==> src/rtl/channel_op_arbiter_if.sv <==
// Bus bundle between the channel RAM arbiter and its four requesting units plus the RAM.
// The optional timeout status signals exist only when CHANNEL_ARB_TIMEOUT_EN is defined.
`ifndef ADDRESS_BITS
`define ADDRESS_BITS 8
`endif
`ifndef DATA_BITS
`define DATA_BITS 16
`endif
`ifndef RAM_READ
`define RAM_READ 1'b0
`endif
`ifndef RAM_WRITE
`define RAM_WRITE 1'b1
`endif

interface channel_op_arbiter_if #(
    parameter int addrBits = `ADDRESS_BITS,
    parameter int dataBits = `DATA_BITS
);
    logic [3:0]            req;
    logic [4*addrBits-1:0] unitAddress;
    logic [3:0]            unitReadWriteMode;
    logic [4*dataBits-1:0] unitDataIn;
    logic [3:0]            unitFinished;
    logic [3:0]            unitRun;
    logic [3:0]            grant;
    logic [3:0]            done;
    logic [addrBits-1:0]   address;
    logic                  readWriteMode;
    logic [dataBits-1:0]   dataIn;
    logic [dataBits-1:0]   dataOut;
    logic [dataBits-1:0]   unitDataOut;
    logic                  busy;
`ifdef CHANNEL_ARB_TIMEOUT_EN
    logic                  timeoutError;
    logic [1:0]            timeoutUnit;

    modport slave (
        input  req, unitAddress, unitReadWriteMode, unitDataIn, unitFinished, dataOut,
        output unitRun, grant, done, address, readWriteMode, dataIn, unitDataOut, busy,
               timeoutError, timeoutUnit
    );
    modport master (
        output req, unitAddress, unitReadWriteMode, unitDataIn, unitFinished, dataOut,
        input  unitRun, grant, done, address, readWriteMode, dataIn, unitDataOut, busy,
               timeoutError, timeoutUnit
    );
`else
    modport slave (
        input  req, unitAddress, unitReadWriteMode, unitDataIn, unitFinished, dataOut,
        output unitRun, grant, done, address, readWriteMode, dataIn, unitDataOut, busy
    );
    modport master (
        output req, unitAddress, unitReadWriteMode, unitDataIn, unitFinished, dataOut,
        input  unitRun, grant, done, address, readWriteMode, dataIn, unitDataOut, busy
    );
`endif
endinterface

==> src/rtl/channel_op_arbiter.sv <==
// Round-robin arbiter giving one of four units exclusive use of the channel RAM.
// Define CHANNEL_ARB_TIMEOUT_EN to bound RUN to timeoutCycles and flag a stuck unit.
`ifndef ADDRESS_BITS
`define ADDRESS_BITS 8
`endif
`ifndef DATA_BITS
`define DATA_BITS 16
`endif
`ifndef RAM_READ
`define RAM_READ 1'b0
`endif
`ifndef RAM_WRITE
`define RAM_WRITE 1'b1
`endif

module channel_op_arbiter #(
    parameter int addrBits      = `ADDRESS_BITS,
    parameter int dataBits      = `DATA_BITS,
    parameter int timeoutCycles = 64
) (
    input  logic                clk,
    input  logic                reset,
    channel_op_arbiter_if.slave bus
);
    typedef enum logic [1:0] {IDLE, RUN, RELEASE} state_t;

    state_t     state;
    logic [3:0] grantR;
    logic [3:0] unitRunR;
    logic [3:0] doneR;
    logic [1:0] rrPtr;
    logic [1:0] gIdx;
    logic       busyR;
    logic [1:0] nextIdx;
    logic       releaseNow;

    if (timeoutCycles < 1) begin : gBadTimeout
        $error("channel_op_arbiter: timeoutCycles must be at least 1");
    end

    // First requesting unit at or after the pointer, wrapping 3 -> 0.
    function automatic logic [1:0] pickNext(input logic [3:0] r, input logic [1:0] ptr);
        logic [1:0] idx;
        logic [1:0] sel;
        logic       found;
        sel   = ptr;
        found = 1'b0;
        for (int k = 0; k < 4; k++) begin
            idx = ptr + 2'(k);
            if (!found && r[idx]) begin
                sel   = idx;
                found = 1'b1;
            end
        end
        return sel;
    endfunction

    function automatic logic [3:0] oneHot(input logic [1:0] i);
        return 4'b0001 << i;
    endfunction

    assign nextIdx = pickNext(bus.req, rrPtr);

`ifdef CHANNEL_ARB_TIMEOUT_EN
    localparam int CntW = $clog2(timeoutCycles + 1);

    logic [CntW-1:0] runCount;
    logic            timeoutHit;
    logic            timeoutErrorR;
    logic [1:0]      timeoutUnitR;

    assign timeoutHit       = (runCount == CntW'(timeoutCycles - 1));
    assign releaseNow       = (state == RUN) && (bus.unitFinished[gIdx] || timeoutHit);
    assign bus.timeoutError = timeoutErrorR;
    assign bus.timeoutUnit  = timeoutUnitR;
`else
    assign releaseNow = (state == RUN) && bus.unitFinished[gIdx];
`endif

    always_ff @(posedge clk or negedge reset) begin
        if (!reset) begin
            state    <= IDLE;
            grantR   <= '0;
            unitRunR <= '0;
            doneR    <= '0;
            rrPtr    <= '0;
            gIdx     <= '0;
            busyR    <= 1'b0;
`ifdef CHANNEL_ARB_TIMEOUT_EN
            runCount      <= '0;
            timeoutErrorR <= 1'b0;
            timeoutUnitR  <= '0;
`endif
        end else begin
            case (state)
                IDLE: begin
                    doneR <= '0;
                    if (|bus.req) begin
                        grantR   <= oneHot(nextIdx);
                        unitRunR <= oneHot(nextIdx);
                        gIdx     <= nextIdx;
                        busyR    <= 1'b1;
                        state    <= RUN;
`ifdef CHANNEL_ARB_TIMEOUT_EN
                        runCount <= '0;
`endif
                    end
                end
                RUN: begin
                    if (releaseNow) begin
                        grantR   <= '0;
                        unitRunR <= '0;
                        doneR    <= oneHot(gIdx);
                        rrPtr    <= gIdx + 2'd1;
                        state    <= RELEASE;
`ifdef CHANNEL_ARB_TIMEOUT_EN
                        if (!bus.unitFinished[gIdx]) begin
                            timeoutErrorR <= 1'b1;
                            timeoutUnitR  <= gIdx;
                        end
                    end else begin
                        runCount <= runCount + 1'b1;
`endif
                    end
                end
                RELEASE: begin
                    doneR <= '0;
                    busyR <= 1'b0;
                    state <= IDLE;
                end
                default: state <= IDLE;
            endcase
        end
    end

    // The RAM bus follows the granted unit only in RUN; elsewhere it is parked on a read.
    always_comb begin
        bus.address       = '0;
        bus.readWriteMode = `RAM_READ;
        bus.dataIn        = '0;
        if (state == RUN) begin
            bus.address       = bus.unitAddress[gIdx*addrBits +: addrBits];
            bus.readWriteMode = bus.unitReadWriteMode[gIdx];
            bus.dataIn        = bus.unitDataIn[gIdx*dataBits +: dataBits];
        end
    end

    assign bus.grant       = grantR;
    assign bus.unitRun     = unitRunR;
    assign bus.done        = doneR;
    assign bus.busy        = busyR;
    assign bus.unitDataOut = bus.dataOut;
endmodule

==> src/flat_wrapper.sv <==
// flat-port wrapper written by rule: the top's interface ports become plain ports
module channel_op_arbiter_flat 
#(
    parameter int addrBits      = `ADDRESS_BITS,
    parameter int dataBits      = `DATA_BITS,
    parameter int timeoutCycles = 64
)
  (clk, reset, bus_req, bus_unitAddress, bus_unitReadWriteMode, bus_unitDataIn, bus_unitFinished, bus_dataOut, bus_unitRun, bus_grant, bus_done, bus_address, bus_readWriteMode, bus_dataIn, bus_unitDataOut, bus_busy);
  channel_op_arbiter_if #(.addrBits(addrBits), .dataBits(dataBits)) bus_i ();
  input  logic clk;
  input  logic reset;
  input wire logic [$bits(bus_i.req)-1:0] bus_req;
  input wire logic [$bits(bus_i.unitAddress)-1:0] bus_unitAddress;
  input wire logic [$bits(bus_i.unitReadWriteMode)-1:0] bus_unitReadWriteMode;
  input wire logic [$bits(bus_i.unitDataIn)-1:0] bus_unitDataIn;
  input wire logic [$bits(bus_i.unitFinished)-1:0] bus_unitFinished;
  input wire logic [$bits(bus_i.dataOut)-1:0] bus_dataOut;
  output wire logic [$bits(bus_i.unitRun)-1:0] bus_unitRun;
  output wire logic [$bits(bus_i.grant)-1:0] bus_grant;
  output wire logic [$bits(bus_i.done)-1:0] bus_done;
  output wire logic [$bits(bus_i.address)-1:0] bus_address;
  output wire logic [$bits(bus_i.readWriteMode)-1:0] bus_readWriteMode;
  output wire logic [$bits(bus_i.dataIn)-1:0] bus_dataIn;
  output wire logic [$bits(bus_i.unitDataOut)-1:0] bus_unitDataOut;
  output wire logic [$bits(bus_i.busy)-1:0] bus_busy;
  assign bus_i.req = bus_req;
  assign bus_i.unitAddress = bus_unitAddress;
  assign bus_i.unitReadWriteMode = bus_unitReadWriteMode;
  assign bus_i.unitDataIn = bus_unitDataIn;
  assign bus_i.unitFinished = bus_unitFinished;
  assign bus_i.dataOut = bus_dataOut;
  assign bus_unitRun = bus_i.unitRun;
  assign bus_grant = bus_i.grant;
  assign bus_done = bus_i.done;
  assign bus_address = bus_i.address;
  assign bus_readWriteMode = bus_i.readWriteMode;
  assign bus_dataIn = bus_i.dataIn;
  assign bus_unitDataOut = bus_i.unitDataOut;
  assign bus_busy = bus_i.busy;
  channel_op_arbiter #(.addrBits(addrBits), .dataBits(dataBits), .timeoutCycles(timeoutCycles)) u_core (.clk(clk), .reset(reset), .bus(bus_i));
endmodule
==> config.mk <==
export PLATFORM = sky130hd
export DESIGN_NAME = channel_op_arbiter_flat
export DESIGN_NICKNAME = d
export VERILOG_FILES = /design/src/rtl/channel_op_arbiter_if.sv /design/src/rtl/channel_op_arbiter.sv /design/src/flat_wrapper.sv
export SDC_FILE = /design/constraint.sdc
export NUM_CORES = 1
export LEC_CHECK = 0
export BUFFER_PORTS_ARGS = -buffer_cell sky130_fd_sc_hd__buf_2
export CAP_MARGIN = 10
export CORE_AREA = 2 2 70 72
export CTS_CLUSTER_DIAMETER = 80
export DETAILED_ROUTE_END_ITERATION = 7
export DIE_AREA = 0 0 72 74
export GPL_ROUTABILITY_DRIVEN = 0
export HOLD_SLACK_MARGIN = 0.1
export PLACE_DENSITY = 0.95
export SYNTH_ARGS = -nofsm -noshare
export SYNTH_HDL_FRONTEND = slang
export SYNTH_SLANG_ARGS = --single-unit
export TNS_END_PERCENT = 1
==> constraint.sdc <==
create_clock -name clk -period 3.3 [get_ports clk]
set_input_delay 0.825 -clock clk [delete_from_list [all_inputs] [get_ports clk]]
set_output_delay 0.825 -clock clk [all_outputs]
set_load 0.005 [all_outputs]
# Yosys cells after proc, flatten, opt, wreduce, memory -nomap -nowiden
# Cells that the tools add are included.
dict set report word_totals {
  input_bits 126
  register_bits 15
  elab_cells 73
}
dict set report classes {
  reduce_logical 19
  magnitude_cmp 5
  n_addsub 4
  n_mux 31
  shifts 4
  n_eq_ne 4
}
# operator n
set ops {}
lappend ops {{$shiftx A64 B7 Y16} 1}
lappend ops {{$shiftx A32 B6 Y8} 1}
lappend ops {{$mux W16} 1}
lappend ops {{$pmux W4 S2} 2}
lappend ops {{$lt A2 B3 Y1 const B} 5}
lappend ops {{$bmux W1 S2} 6}
lappend ops {{$mux W4} 3}
lappend ops {{$mux W1} 11}
lappend ops {{$mux W2} 5}
lappend ops {{$reduce_and A2 Y1} 5}
lappend ops {{$mux W8} 1}
lappend ops {{$shl A1 B2 Y4 const A} 2}
lappend ops {{$reduce_bool A2 Y1} 3}
lappend ops {{$add A2 B1 Y2 const B} 2}
lappend ops {{$add A2 B2 Y2 const B} 2}
lappend ops {{$logic_and A1 B1 Y1} 4}
lappend ops {{$ne A2 B1 Y1 const B} 2}
lappend ops {{$pmux W2 S2} 1}
lappend ops {{$reduce_or A4 Y1} 1}
lappend ops {{$logic_not A1 Y1} 3}
lappend ops {{$reduce_and A3 Y1} 1}
lappend ops {{$eq A2 B1 Y1 const B} 1}
lappend ops {{$eq A2 B2 Y1 const B} 1}
lappend ops {{$logic_not A2 Y1} 1}
lappend ops {{other kinds (2)} 2}

# Longest topological paths before layout
dict set report logic_depth {
  depth_word 15
  ltp_mapped 6
}

# Worst setup path before layout
# No wires, ideal clock.
dict set report synth_path {
  kind {input to output}
  start {input bus_unitAddress[24]}
  end {output bus_address[0]}
  arrival_time_ns 1.400
  n_path_buf 0
  t_required_ns 2.475
  slack_ns 1.075
  cell_stages 2
  path_cell_list {mux4_2 nor2b_1}
}
dict set report synth_between {
  elab_chain_cells 2
}
# element line
set synth_lines {}
lappend synth_lines {{start, declared} flat_wrapper.sv:13} ;# input wire logic [$bits(bus_i.unitAddress)-1:0] bus_unitAddress;
lappend synth_lines {{$shiftx A32 B6 Y8} channel_op_arbiter.sv:142} ;# bus.address = bus.unitAddress[gIdx*addrBits +: addrBits];
lappend synth_lines {{$mux W8} channel_op_arbiter.sv:141} ;# if (state == RUN) begin
lappend synth_lines {{end, declared} flat_wrapper.sv:21} ;# output wire logic [$bits(bus_i.address)-1:0] bus_address;
# Every way passes these cells.

# Worst setup path in the final report
dict set report layout_path {
  start {register u_core.state[1]}
  end {output bus_address[5]}
}
dict set report layout_between {
  elab_chain_cells 2
}
# element line
set layout_lines {}
lappend layout_lines {{start, declared} channel_op_arbiter.sv:27} ;# state_t state;
lappend layout_lines {{start signal, assigned} channel_op_arbiter.sv:82} ;# state <= IDLE;
lappend layout_lines {{start signal, assigned} channel_op_arbiter.sv:103} ;# state <= RUN;
lappend layout_lines {{start signal, assigned} channel_op_arbiter.sv:115} ;# state <= RELEASE;
lappend layout_lines {{$eq A2 B1 Y1} channel_op_arbiter.sv:141}
lappend layout_lines {{$mux W8} channel_op_arbiter.sv:141}
# Every way passes these cells.

==> impl.org <==
** Outcome
- The run finished with clean final reports.

** Route
- For this block, the initial DRC count from the detailed router was around 110.
- Once detail routing completed, the nets flagged for antenna violations numbered 0.
- Routed vias :: roughly 1.7k
- The routed design has roughly 5000 um of wire.
- DRC violation count after routing :: 0
- Mean routed wirelength per cell :: 15.3 um
- Using the TritonRoute via totals, the vias-per-cell ratio works out to between 5 and 6.
- Number of detailed-route iterations in the first pass :: 4

** Timing
- Maximum achievable frequency :: approximately 0.37 GHz
- Number of failing hold endpoints at the final stage :: 0
- Total count of max-transition violations in the final report :: 0
- Crit path time final :: between 2000 and 3000 ps
- Setup violations remaining at the end of the flow were counted as 0.
- On the final layout, the worst clock skew is ~3.9 ps.
- Share of the cycle needed by the critical path after routing :: 81.6%
- For the pin with the worst max-slew slack, the measured transition is around 1100 ps.
- On the final layout, the worst hold slack is about 470 ps.
- Setup repair after global routing left no endpoint under its margin.
- Rel. slew slack :: ~29%
- Post-route setup TNS :: 0 ps

** Power and ir drop
- For this design the ratio of total power to cell area is approximately 710 mW/mm^2.
- Leakage power figure :: between 1 and 1.5 nW
- Maximum VDD drop :: between 0.0002 and 0.0003 V

** Clocking
- Number of post-CTS setup repair buffers :: 0
- Clock insertion delay at the later pin of the skew report :: roughly 250 ps
- CTS built an H-tree with a depth of 1.
- After clock tree synthesis, the clock-pin slew on the worst setup and hold paths is ~60 ps.
- TritonCTS built the clock tree.
- Inserted Clock Buffers :: 3
- Counting every sink on the clock net gives 15.
- The number of hold buffers added after CTS was 0.
- Maximum buffer depth of the clock tree :: 2
- Master cell of the clock root buffer :: sky130_fd_sc_hd__clkbuf_8
- Once the clock tree was built, the resizer swapped 0 gates to a different size.

** GRT
- Pin count of the biggest net entering global routing :: 32
- Wire length of the first global-routing pass :: approximately 7300 um
- Total track usage :: approximately 17%
- The via count of the first global-routing pass came to between 1.5k and 2k.
- The number of antenna violations at the first check in global routing was 0.
- Residual overflow from global routing :: 0

** Synthesis
- In the synthesized netlist the dominant register cell turns out to be sky130_fd_sc_hd__dfrtp_1.
- Share of flip-flops with an asynchronous set or reset after synthesis :: between 90% and 100%
- Mean post-synth cell area :: around 11 um^2
- The number of different library cells used by synthesis comes to 28.
- The synthesized design contains 15 register bits.
- Synthesis handed over a netlist of 153 instances.
- Number of enable-type register cells in the synthesized netlist :: 0
- Yosys printed 0 warnings.
- The synthesized netlist occupies a cell area of around 0.0017 mm^2.
- Sequential elements use between 20% and 30% of the synthesized area.
- Counting every net in the synthesized netlist gives around 280.

** Hold path
- The worst hold path belongs to the class in -> async.

** Placement
- Detailed placement finished with a half-perimeter wire length of 4170 um.
- Port buffering added roughly 150 buffers.

** Floorplanning
- The die is around 74 um tall.
- The floorplan step defined a die boundary enclosing between 0.005 and 0.006 mm^2.
- During I/O placement, the number of pins put on the boundary was 180.
- In this run the core area contains 25 standard-cell rows.
- Die boundary width :: between 70 and 80 um
- The region available for standard cell placement spans between 0.004 and 0.005 mm^2.
- Initial standard-cell utilization of the core :: 37.4%

** Final layout
- Cells with a size suffix above 1 make up between 60% and 70% of the layout.
- At the end of the flow, the number of nets in the layout was 406.
- Relative to the synthesized area, the layout overhead comes to 37.9%.
- Registers take around 380 um^2.
- The number of antenna diodes in the final layout is 0.
- Area occupied by multi-input gates :: about 0.0011 mm^2
- Fill cell count :: 410

** Critical path
- Critical path capture point type :: output pin
- Crit-path max FO :: 27
- Class of the most critical setup path :: reg -> out
- Data on the critical path arrives at its endpoint at between 1500 and 2000 ps.
- Data on the critical path is required at its endpoint by between 2000 and 2500 ps.
- Nature of the critical path startpoint :: register

** Job
- Max-Cap Viols :: 0
==> kinds of logic (layout without fill, tap and decap cells) <==
| logic type | after synthesis | count (layout) | share of synthesized area [%] |
|---|---|---|---|
| and+or+nand+nor | 49 | 49 | 16.1 |
| buffers and inverters | 36 | 158 | 14.8 |
| muxes | 31 | 31 | 37.2 |
| AOI/OAI and AO/OA | 18 | 18 | 7.12 |
| DFF | 15 | 15 | 21.8 |
| adders and majority gates | 4 | 4 | 2.91 |
==> worst max-delay path, cell delays in order (launching register included) <==
cell and delay, ps:
sky130_fd_sc_hd__dfrtp_1 400, sky130_fd_sc_hd__nand2b_1 650, sky130_fd_sc_hd__nor2b_1 400, sky130_fd_sc_hd__buf_2 170
==> layout make-up <==
type | count | area share, %
multi-input cells | 102 | 45.9
repair buffers | 149 | 32.7
flip-flops and latches | 15 | 15.9
well taps | 54 | 2.85
clock buffers | 4 | 1.90
inverters | 5 | 0.790
==> cells in the mapped netlist (4+ instances only) <==
library cell               instances  share of area [%]
sky130_fd_sc_hd__dfrtp_1          15                 22
sky130_fd_sc_hd__inv_1             5                1.1
sky130_fd_sc_hd__o21ai_0           6                1.7
sky130_fd_sc_hd__mux2i_1           4                2.3
sky130_fd_sc_hd__ha_1              4                2.9
sky130_fd_sc_hd__nor2_1            7                1.5
sky130_fd_sc_hd__buf_6             5                3.3
sky130_fd_sc_hd__nor2b_1          26                9.4
sky130_fd_sc_hd__mux4_2           26                 34
sky130_fd_sc_hd__buf_4            21                9.2
sky130_fd_sc_hd__nand2b_1          5                1.8
sky130_fd_sc_hd__nand3_1           4                1.2
==> flip-flops by register name (all words and copies together), names as in the netlist <==
| register | flops |
|---|---|
| u_core.bus.done | 4 |
| u_core.bus.grant | 4 |
| u_core.gIdx | 2 |
| u_core.rrPtr | 2 |
| u_core.state | 2 |
| u_core.bus.busy | 1 |
==> layout by cell type (no fill, tap or decap), drive strengths merged <==
| cell | Yosys | final |
|---|---|---|
| buf | 29 | 149 |
| mux4 | 26 | 26 |
| nor2b | 26 | 26 |
| dfrtp | 15 | 15 |
| nor2 | 7 | 7 |
| o21ai | 6 | 6 |
| nand2b | 6 | 6 |
| inv | 5 | 5 |
| nand3 | 4 | 4 |
| mux2i | 4 | 4 |
| ha | 4 | 4 |
| o31ai | 4 | 4 |
| clkbuf | 2 | 4 |
| nand2 | 3 | 3 |
| a21oi | 2 | 2 |
| a211oi | 2 | 2 |
| nor3 | 1 | 1 |
| a31o | 1 | 1 |
| o21a | 1 | 1 |
| nor4 | 1 | 1 |
| or3 | 1 | 1 |
| a21o | 1 | 1 |
| a211o | 1 | 1 |
| mux2 | 1 | 1 |
==> through the flow <==
| step | setup WS [ps] | utilization (%) | cell area [um^2] | power [mW] | cells |
|---|---|---|---|---|---|
| after global placement | 769 | 50.7 | 2330 | 1.51 | 325 |
| after floorplan | 1070 | - | 1720 | 1.22 | 153 |
| after detailed placement | 750 | 50.7 | 2330 | 1.56 | 325 |
| final | 606 | 51.6 | 2370 | 1.69 | 329 |
| after CTS | 589 | 51.6 | 2370 | 1.72 | 329 |
| after global routing | 485 | 51.6 | 2370 | 1.83 | 329 |
==> worst paths after layout <==
kind | from | endpoint | slack (ps) | depth (start not counted)
max reg2reg | u_core.state[1] | u_core.rrPtr[1] | 1260 | 3
min | reset | u_core.bus.busy | 470 | 1
min reg2reg | u_core.state[1] | u_core.bus.busy | 490 | 1
min in group clk | u_core.state[1] | u_core.bus.busy | 490 | 1
max | u_core.state[1] | bus_address[5] | 610 | 3
max in group asynchronous | reset | u_core.gIdx[0] | 2560 | 1
==> per-layer routing <==
layer  GRT usage [%]  vias up  wire, um
met2            30.9       96      2590
li1                -      792         -
met3            2.85        8       423
met1            21.9      816      1970
met5               0        -         0
met4            4.19        0        38
==> power breakdown <==
group / total [mW] / internal, mW / switching, mW / leakage (nW)
combinational: 1.21 / 0.666 / 0.545 / 1.02
clock: 0.148 / 0.0854 / 0.0621 / 0.0228
sequential: 0.330 / 0.255 / 0.0753 / 0.190
total: 1.69 / 1.01 / 0.683 / 1.23
(Power assumes the default switching activity.)
